`src/rtl/vadd_pipe_kernel.sv`:
```
// ---------------------------------------------------------------------------
// vadd_pipe_kernel
//
// Pipelined, lane-parametrised vector-add kernel. Each C_DATA_WIDTH beat is
// split into C_LANE_WIDTH unsigned lanes; cfg_addend is added to every lane
// when the beat is accepted. The result then travels through C_STAGES
// register stages that apply full avail/ready backpressure and collapse
// bubbles. The kernel also keeps a count of output beats and a sticky flag
// that records any lane carry-out.
//
// Optional build macro:
//   VADD_SATURATE_EN - when defined, every lane saturates to all ones on a
//                      carry-out instead of wrapping modulo 2^C_LANE_WIDTH.
//
// Parameters:
//   C_DATA_WIDTH - beat width in bits (a multiple of C_LANE_WIDTH)
//   C_LANE_WIDTH - lane width in bits
//   C_STAGES     - number of register stages (1..4); equals the latency
//
// Ports:
//   clk        - kernel clock, rising edge
//   reset      - synchronous, active-low reset
//   in_ready   - kernel accepts in_data this cycle
//   in_avail   - in_data valid
//   in_data    - input beat, lane i at [i*C_LANE_WIDTH +: C_LANE_WIDTH]
//   out_ready  - downstream accepts out_data
//   out_avail  - out_data valid
//   out_data   - result beat
//   cfg_addend - addend for every lane, sampled with each accepted beat
//   cfg_clear  - one-cycle pulse clearing beat_count and ovf_sticky
//   beat_count - output handshakes since reset/clear (wraps)
//   ovf_sticky - set once any lane of an accepted beat carried out
// ---------------------------------------------------------------------------
module vadd_pipe_kernel #(
    parameter int C_DATA_WIDTH = 512,
    parameter int C_LANE_WIDTH = 32,
    parameter int C_STAGES     = 2
) (
    input  logic                    clk,
    input  logic                    reset,
    output logic                    in_ready,
    input  logic                    in_avail,
    input  logic [C_DATA_WIDTH-1:0] in_data,
    input  logic                    out_ready,
    output logic                    out_avail,
    output logic [C_DATA_WIDTH-1:0] out_data,
    input  logic [C_LANE_WIDTH-1:0] cfg_addend,
    input  logic                    cfg_clear,
    output logic [31:0]             beat_count,
    output logic                    ovf_sticky
);

    localparam int N_LANES = C_DATA_WIDTH / C_LANE_WIDTH;
    localparam int LAST    = C_STAGES - 1;

    logic [C_STAGES-1:0]     stage_valid;
    logic [C_STAGES-1:0]     stage_load;
    logic [C_DATA_WIDTH-1:0] stage_data [C_STAGES];
    logic [C_DATA_WIDTH-1:0] lane_result;
    logic [N_LANES-1:0]      lane_carry;
    logic                    in_fire;
    logic                    out_fire;

    // Per-lane adder. The extra top bit of the sum is the lane carry-out,
    // which feeds both the overflow flag and (optionally) saturation.
    for (genvar i = 0; i < N_LANES; i++) begin : g_lane
        logic [C_LANE_WIDTH:0] lane_sum;

        assign lane_sum      = {1'b0, in_data[i*C_LANE_WIDTH +: C_LANE_WIDTH]} + {1'b0, cfg_addend};
        assign lane_carry[i] = lane_sum[C_LANE_WIDTH];
`ifdef VADD_SATURATE_EN
        assign lane_result[i*C_LANE_WIDTH +: C_LANE_WIDTH] =
            lane_sum[C_LANE_WIDTH] ? {C_LANE_WIDTH{1'b1}} : lane_sum[C_LANE_WIDTH-1:0];
`else
        assign lane_result[i*C_LANE_WIDTH +: C_LANE_WIDTH] = lane_sum[C_LANE_WIDTH-1:0];
`endif
    end

    // Stage k may load when some stage at or after it is empty, or when the
    // last stage is draining. This is the unrolled form of the chain
    // ld[k] = !v[k] || ld[k+1]; writing it out avoids a self-referencing
    // vector in the combinational logic.
    always_comb begin
        logic chain_full;
        stage_load = '0;
        chain_full = 1'b1;
        for (int k = 0; k < C_STAGES; k++) begin
            chain_full = 1'b1;
            for (int j = k; j < C_STAGES; j++) begin
                chain_full = chain_full & stage_valid[j];
            end
            stage_load[k] = !chain_full || out_ready;
        end
    end

    assign in_ready  = stage_load[0];
    assign out_avail = stage_valid[LAST];
    assign out_data  = stage_data[LAST];
    assign in_fire   = in_avail && in_ready;
    assign out_fire  = out_avail && out_ready;

    // Valid bits: the only pipeline state that is reset, so a reset
    // discards every beat in flight.
    always_ff @(posedge clk) begin
        if (!reset) begin
            stage_valid <= '0;
        end else begin
            if (stage_load[0]) begin
                stage_valid[0] <= in_avail;
            end
            for (int k = 1; k < C_STAGES; k++) begin
                if (stage_load[k]) begin
                    stage_valid[k] <= stage_valid[k-1];
                end
            end
        end
    end

    // Data registers: the sum is captured in stage 0, later stages only
    // delay it. No reset needed since valid bits qualify the contents.
    always_ff @(posedge clk) begin
        if (stage_load[0]) begin
            stage_data[0] <= lane_result;
        end
        for (int k = 1; k < C_STAGES; k++) begin
            if (stage_load[k]) begin
                stage_data[k] <= stage_data[k-1];
            end
        end
    end

    // Status: clear has priority over a same-cycle handshake or overflow,
    // so that cycle's event is dropped rather than counted.
    always_ff @(posedge clk) begin
        if (!reset) begin
            beat_count <= '0;
            ovf_sticky <= 1'b0;
        end else if (cfg_clear) begin
            beat_count <= '0;
            ovf_sticky <= 1'b0;
        end else begin
            if (out_fire) begin
                beat_count <= beat_count + 32'd1;
            end
            if (in_fire && (|lane_carry)) begin
                ovf_sticky <= 1'b1;
            end
        end
    end

endmodule

```
`config.mk`:
```
export PLATFORM = sky130hd
export DESIGN_NAME = vadd_pipe_kernel
export DESIGN_NICKNAME = d
export VERILOG_FILES = /design/src/rtl/vadd_pipe_kernel.sv
export SDC_FILE = /design/constraint.sdc
export NUM_CORES = 2
export LEC_CHECK = 0
export CELL_PAD_IN_SITES_DETAIL_PLACEMENT = 0
export CELL_PAD_IN_SITES_GLOBAL_PLACEMENT = 1
export CORE_AREA = 4 4 428 430
export CTS_CLUSTER_DIAMETER = 100
export DETAILED_ROUTE_END_ITERATION = 8
export DIE_AREA = 0 0 432 434
export GPL_TIMING_DRIVEN = 0
export PLACE_DENSITY = 0.72
export SYNTH_ARGS = -nofsm -noshare
export SYNTH_HDL_FRONTEND = slang
export SYNTH_SLANG_ARGS = --single-unit
export TNS_END_PERCENT = 20
```
`constraint.sdc`:
```
create_clock -name clk -period 28.9 [get_ports clk]
set_input_delay 5.78 -clock clk [delete_from_list [all_inputs] [get_ports clk]]
set_output_delay 5.78 -clock clk [all_outputs]
set_load 0.03 [all_outputs]
```
-- After elaboration in Yosys (flattened, before gate mapping)
Memories as Yosys holds them, arrays and structs flattened.
Cells that the tools add are included.
W data, S select, Z words.
- flip-flop bits (word level): 35
- RAM bits: 1024
- input port bits: 549
- output and inout port bits: 547
- logic and storage cells: 37
- memories: 1
- memories (memory ; depth ; width ; read ports ; clocked after memory_dff ; write ports ; line ; source):
    stage_data ; 2 ; 512 ; 2 ; 0 ; 2 ; 58 ; logic [C_DATA_WIDTH-1:0] stage_data [C_STAGES];
- $add $sub $neg: 17
- mux-type cells: 4
- bitwise gates (word level): 2
- reduce and logical (&&, ||, !) cells: 9
- operator list (operator ; number):
    $add A32 B32 Y33 ; 16
    $add A32 B1 Y32 const B ; 1
    $reduce_or A16 Y1 ; 1
    $mux W1 ; 4
    $logic_and A1 B1 Y1 ; 3
    $logic_not A1 Y1 ; 2
    $logic_or A1 B1 Y1 ; 2
    $reduce_or A2 Y1 ; 1
    $and A1 B1 Y1 ; 1
    $not A1 Y1 ; 1

-- Logic depth before layout (Yosys ltp)
- depth after elaboration: 5
- depth in mapped cells: 12
- mapped depth without buffers: 12

-- Least setup slack after synthesis
Ideal clock, no wire load.
- path type: input-to-output
- start: input port out_ready
- end: output port in_ready
- data arrival time: 16.729 ns
- data required time: 23.120 ns
- setup slack: 6.391 ns
- stages: 2
- path buffers: 0
- cell sequence: nor2b_1 nand2_1
- cells in the longest elaborated chain, start to end: 1
- RTL lines (what ; line ; source):
    start, declared ; 44 ; input logic out_ready,
    $logic_or A1 B1 Y1 ; 92 ; stage_load[k] = !chain_full || out_ready;
    end, declared ; 41 ; output logic in_ready,
No other way between the ends.

-- Worst setup path in the final report
Same ends and word-level chain as after synthesis.

==> out/metrics.yaml <==
grt_pass1_wl_mm: 328
fmax_mhz: 69.8
min_path_type: "flip-flop to flip-flop"
status: "completed"
grt_max_degree: 115
cts_hold_buf: 0
crit_type: "primary input to output port"
cts-resized-gates: 0
peakVddDrop_uv: 44.2
crit_required_ns: 23.12
dieArea_mm2: 0.187
via_per_inst: 5.14
setup.worst_path.start_class: "primary input"
cts_tree: "built"
drive_gt1_frac: 0.125
die_w_um: 432
coreArea_mm2: 0.180
tightest_slew_ns: 1.47
wirelength_mm: 239
final.period_utilization: 0.495
p_seq_frac: 0.392
final_net_count: 7528
async_reset_ff_frac: 0
hold_start: "stage_data[0][342]"
internal_power_mw: 3.82
die_y_um: 434
dp_hpwl_mm: 191
setup-violations-final: 0
rsz0062_at_grt: "false"
mappedNetlistNets: 6267
cp_data_arrival_time_ns: 8.54
crit_top_cell: "clkdlybuf4s50_1"
clk_latency_ns: 0.80
cts_root_buffer: "clkbuf_16"
yosys.area.top_type_share: 0.504
switching_share: 0.312
cts_buffers: 130
grt_pass1_vias: 45600
cp_cell_sequence: "clkdlybuf4s50_1 -> nor2b_1 -> nand2_4 -> buf_16 -> clkdlybuf4s50_1"
syn_inst: 5189
row_count: 156
wl_per_cell_um: 26.7
layout_min_cycle_time_ns: 14.32
switchingPower_mw: 1.73
routabilityCongestion: 0.924
drt_iter0_markers: 3200
initial_core_util: 0.339
ys_seq_area_frac: 0.515
report.power.total_mw: 5.55
io_buffers: 1095
synth_cell_type_count: 91
synth_seq_cells: 1059
startpoint: "out_ready"
syn_area_mm2: 0.0610
io_pins: 1096
powerDensity_mw_per_mm2: 69.5
firstDrtPassIters: 7
grt_overflow: 0
cp_slowest_cell: "clkdlybuf4s50_1"
hold_slack_ns: 0.391
path_max_fanout: 59
synth.largest_area_cell: "edfxtp_1"
combPwrFrac: 0.308
hold_viol: 0
ys.warnings.count: 0
syn_to_final_growth_pct: 31.0
leakage_nw: 32.2
vias: 46100
clk_pin_slew_ns: 0.06
cp-end-kind: "output port"
syn_area_per_cell_um2: 11.8
maxCapViolCount: 0
cts_setup_buffers: 0
antenna_found_initial: 72
drc: 0
htreeDepth: 4
slew_violations: 0
ys.flop_type: "edfxtp_1"
skew_ns: 0.0313
max_slew_margin: 0.0158
clkPwrFrac: 0.300
synth.top_cells.by_area: "edfxtp_1 (50%), ha_1 (11%), buf_4 (6.3%)"
drtAntennaViolNets: 0
grt_usage: 0.247
synth_edf_count: 1024
slowest_delay_ns: 0.67
rr_startpoint: "stage_valid[1]"
clockBufferDepth: 3
final_util: 0.445
clock-sinks: 1059
==> cells in the final DEF, fill, tap and decap left out, drive strengths merged, types with 39 or more instances in the layout <==
| cell type | n |
|---|---|
| clkbuf | 217 |
| a31oi | 44 |
| inv | 110 |
| a211oi | 49 |
| clkinv | 45 |
| xor2 | 144 |
| nand2 | 234 |
| and3 | 44 |
| o21a | 67 |
| edfxtp | 1024 |
| nor3 | 62 |
| nand2b | 51 |
| nand4 | 54 |
| nand3 | 105 |
| o21ai | 243 |
| a21o | 242 |
| diode | 39 |
| a21oi | 445 |
| ha | 513 |
| xnor2 | 310 |
| clkdlybuf4s50 | 1065 |
| nor2b | 61 |
| nor2 | 302 |
| o21bai | 66 |
| buf | 578 |
==> worst paths after layout <==
kind	to	slack, ns	cells past startpoint
worst max-delay path	in_ready	14.58	5
worst min register to register	stage_data[0][854]	0.39	0
worst max register to register	stage_data[0][423]	25.73	6
worst min-delay path	stage_data[0][854]	0.39	0
==> through the flow <==
stage	instances	area, µm²	setup WS, ns	setup TNS, ns
6_report	8965	79900	14.58	0
5_1_grt	8951	79900	14.46	0
4_1_cts	8926	79900	14.58	0
3_5_place_dp	8688	75600	14.60	0
3_3_place_gp	8654	74900	-3.61	-3.61
2_1_floorplan	5189	61000	6.39	0
==> cells in the mapped netlist, types with 8 or more instances <==
cell type / count
a31oi_1: 43
nand2b_1: 51
o21a_1: 66
nand4_1: 54
and4_1: 13
nor2_1: 302
a2111oi_0: 9
dfxtp_1: 35
a211oi_1: 47
nand3_1: 105
nor2b_1: 61
a31o_2: 8
o2111ai_1: 8
a21o_1: 242
edfxtp_1: 1024
a41o_1: 9
and3_1: 44
a22oi_1: 10
nor3_1: 62
xor2_1: 144
ha_1: 513
nor4_1: 25
or2_2: 17
o21bai_1: 66
a311oi_1: 11
o211ai_1: 31
inv_1: 101
or3_1: 33
nand2_1: 234
o22ai_1: 20
a21boi_0: 12
o21ai_0: 238
a41oi_1: 16
and2_1: 28
a21oi_1: 443
a211o_1: 14
xnor2_1: 310
clkbuf_1: 55
buf_4: 512
o31ai_1: 19
fa_1: 16
o31a_1: 12
==> routing by layer <==
metal	wire, µm	up-vias	GRT usage
li1	-	21700	-
met1	89700	22400	0.275
met2	121000	1581	0.437
met3	16600	415	0.0629
met4	11800	26	0.121
met5	170	-	0
==> kinds of logic after synthesis <==
family,count (synthesis),share of synthesized area
compound gates,1421,0.152
flops,1059,0.515
simple gates,1053,0.0839
buf+inv,671,0.0728
fa+ha+maj,529,0.110
xor+xnor,454,0.0652
mux,2,0.000328
==> power by group through the flow <==
stage	registers, mW	clock network [mW]	logic, mW
after floorplan	2.18	0	1.03
after global placement	2.22	0	1.70
after detailed placement	2.20	0	1.71
after CTS	2.18	1.71	1.72
after global routing	2.20	1.77	1.81
final	2.18	1.67	1.71
==> registers in the layout (all words and copies together) (netlist names) <==
signal       count
ovf_sticky       1
stage_valid      2
stage_data    1024
beat_count      32
==> area by class of cell <==
type                    count  area [µm²]
plain buffers             570        4060
flip-flops and latches   1059       31500
clock inverters            77         837
inverters                 101         387
well taps                2370        2970
clock buffers             161        3450
repair buffers           1129       11600
fillers                 16600       99800
diodes                     39        97.6
multi-input cells        3459       25100
==> worst max-delay path: cells and delay by family <==
| family | cells | cell delay, ns |
|---|---|---|
| buffers and inverters | 3 | 1.53 |
| AND/OR/NAND/NOR | 2 | 1.13 |
(Power assumes the default switching activity.)
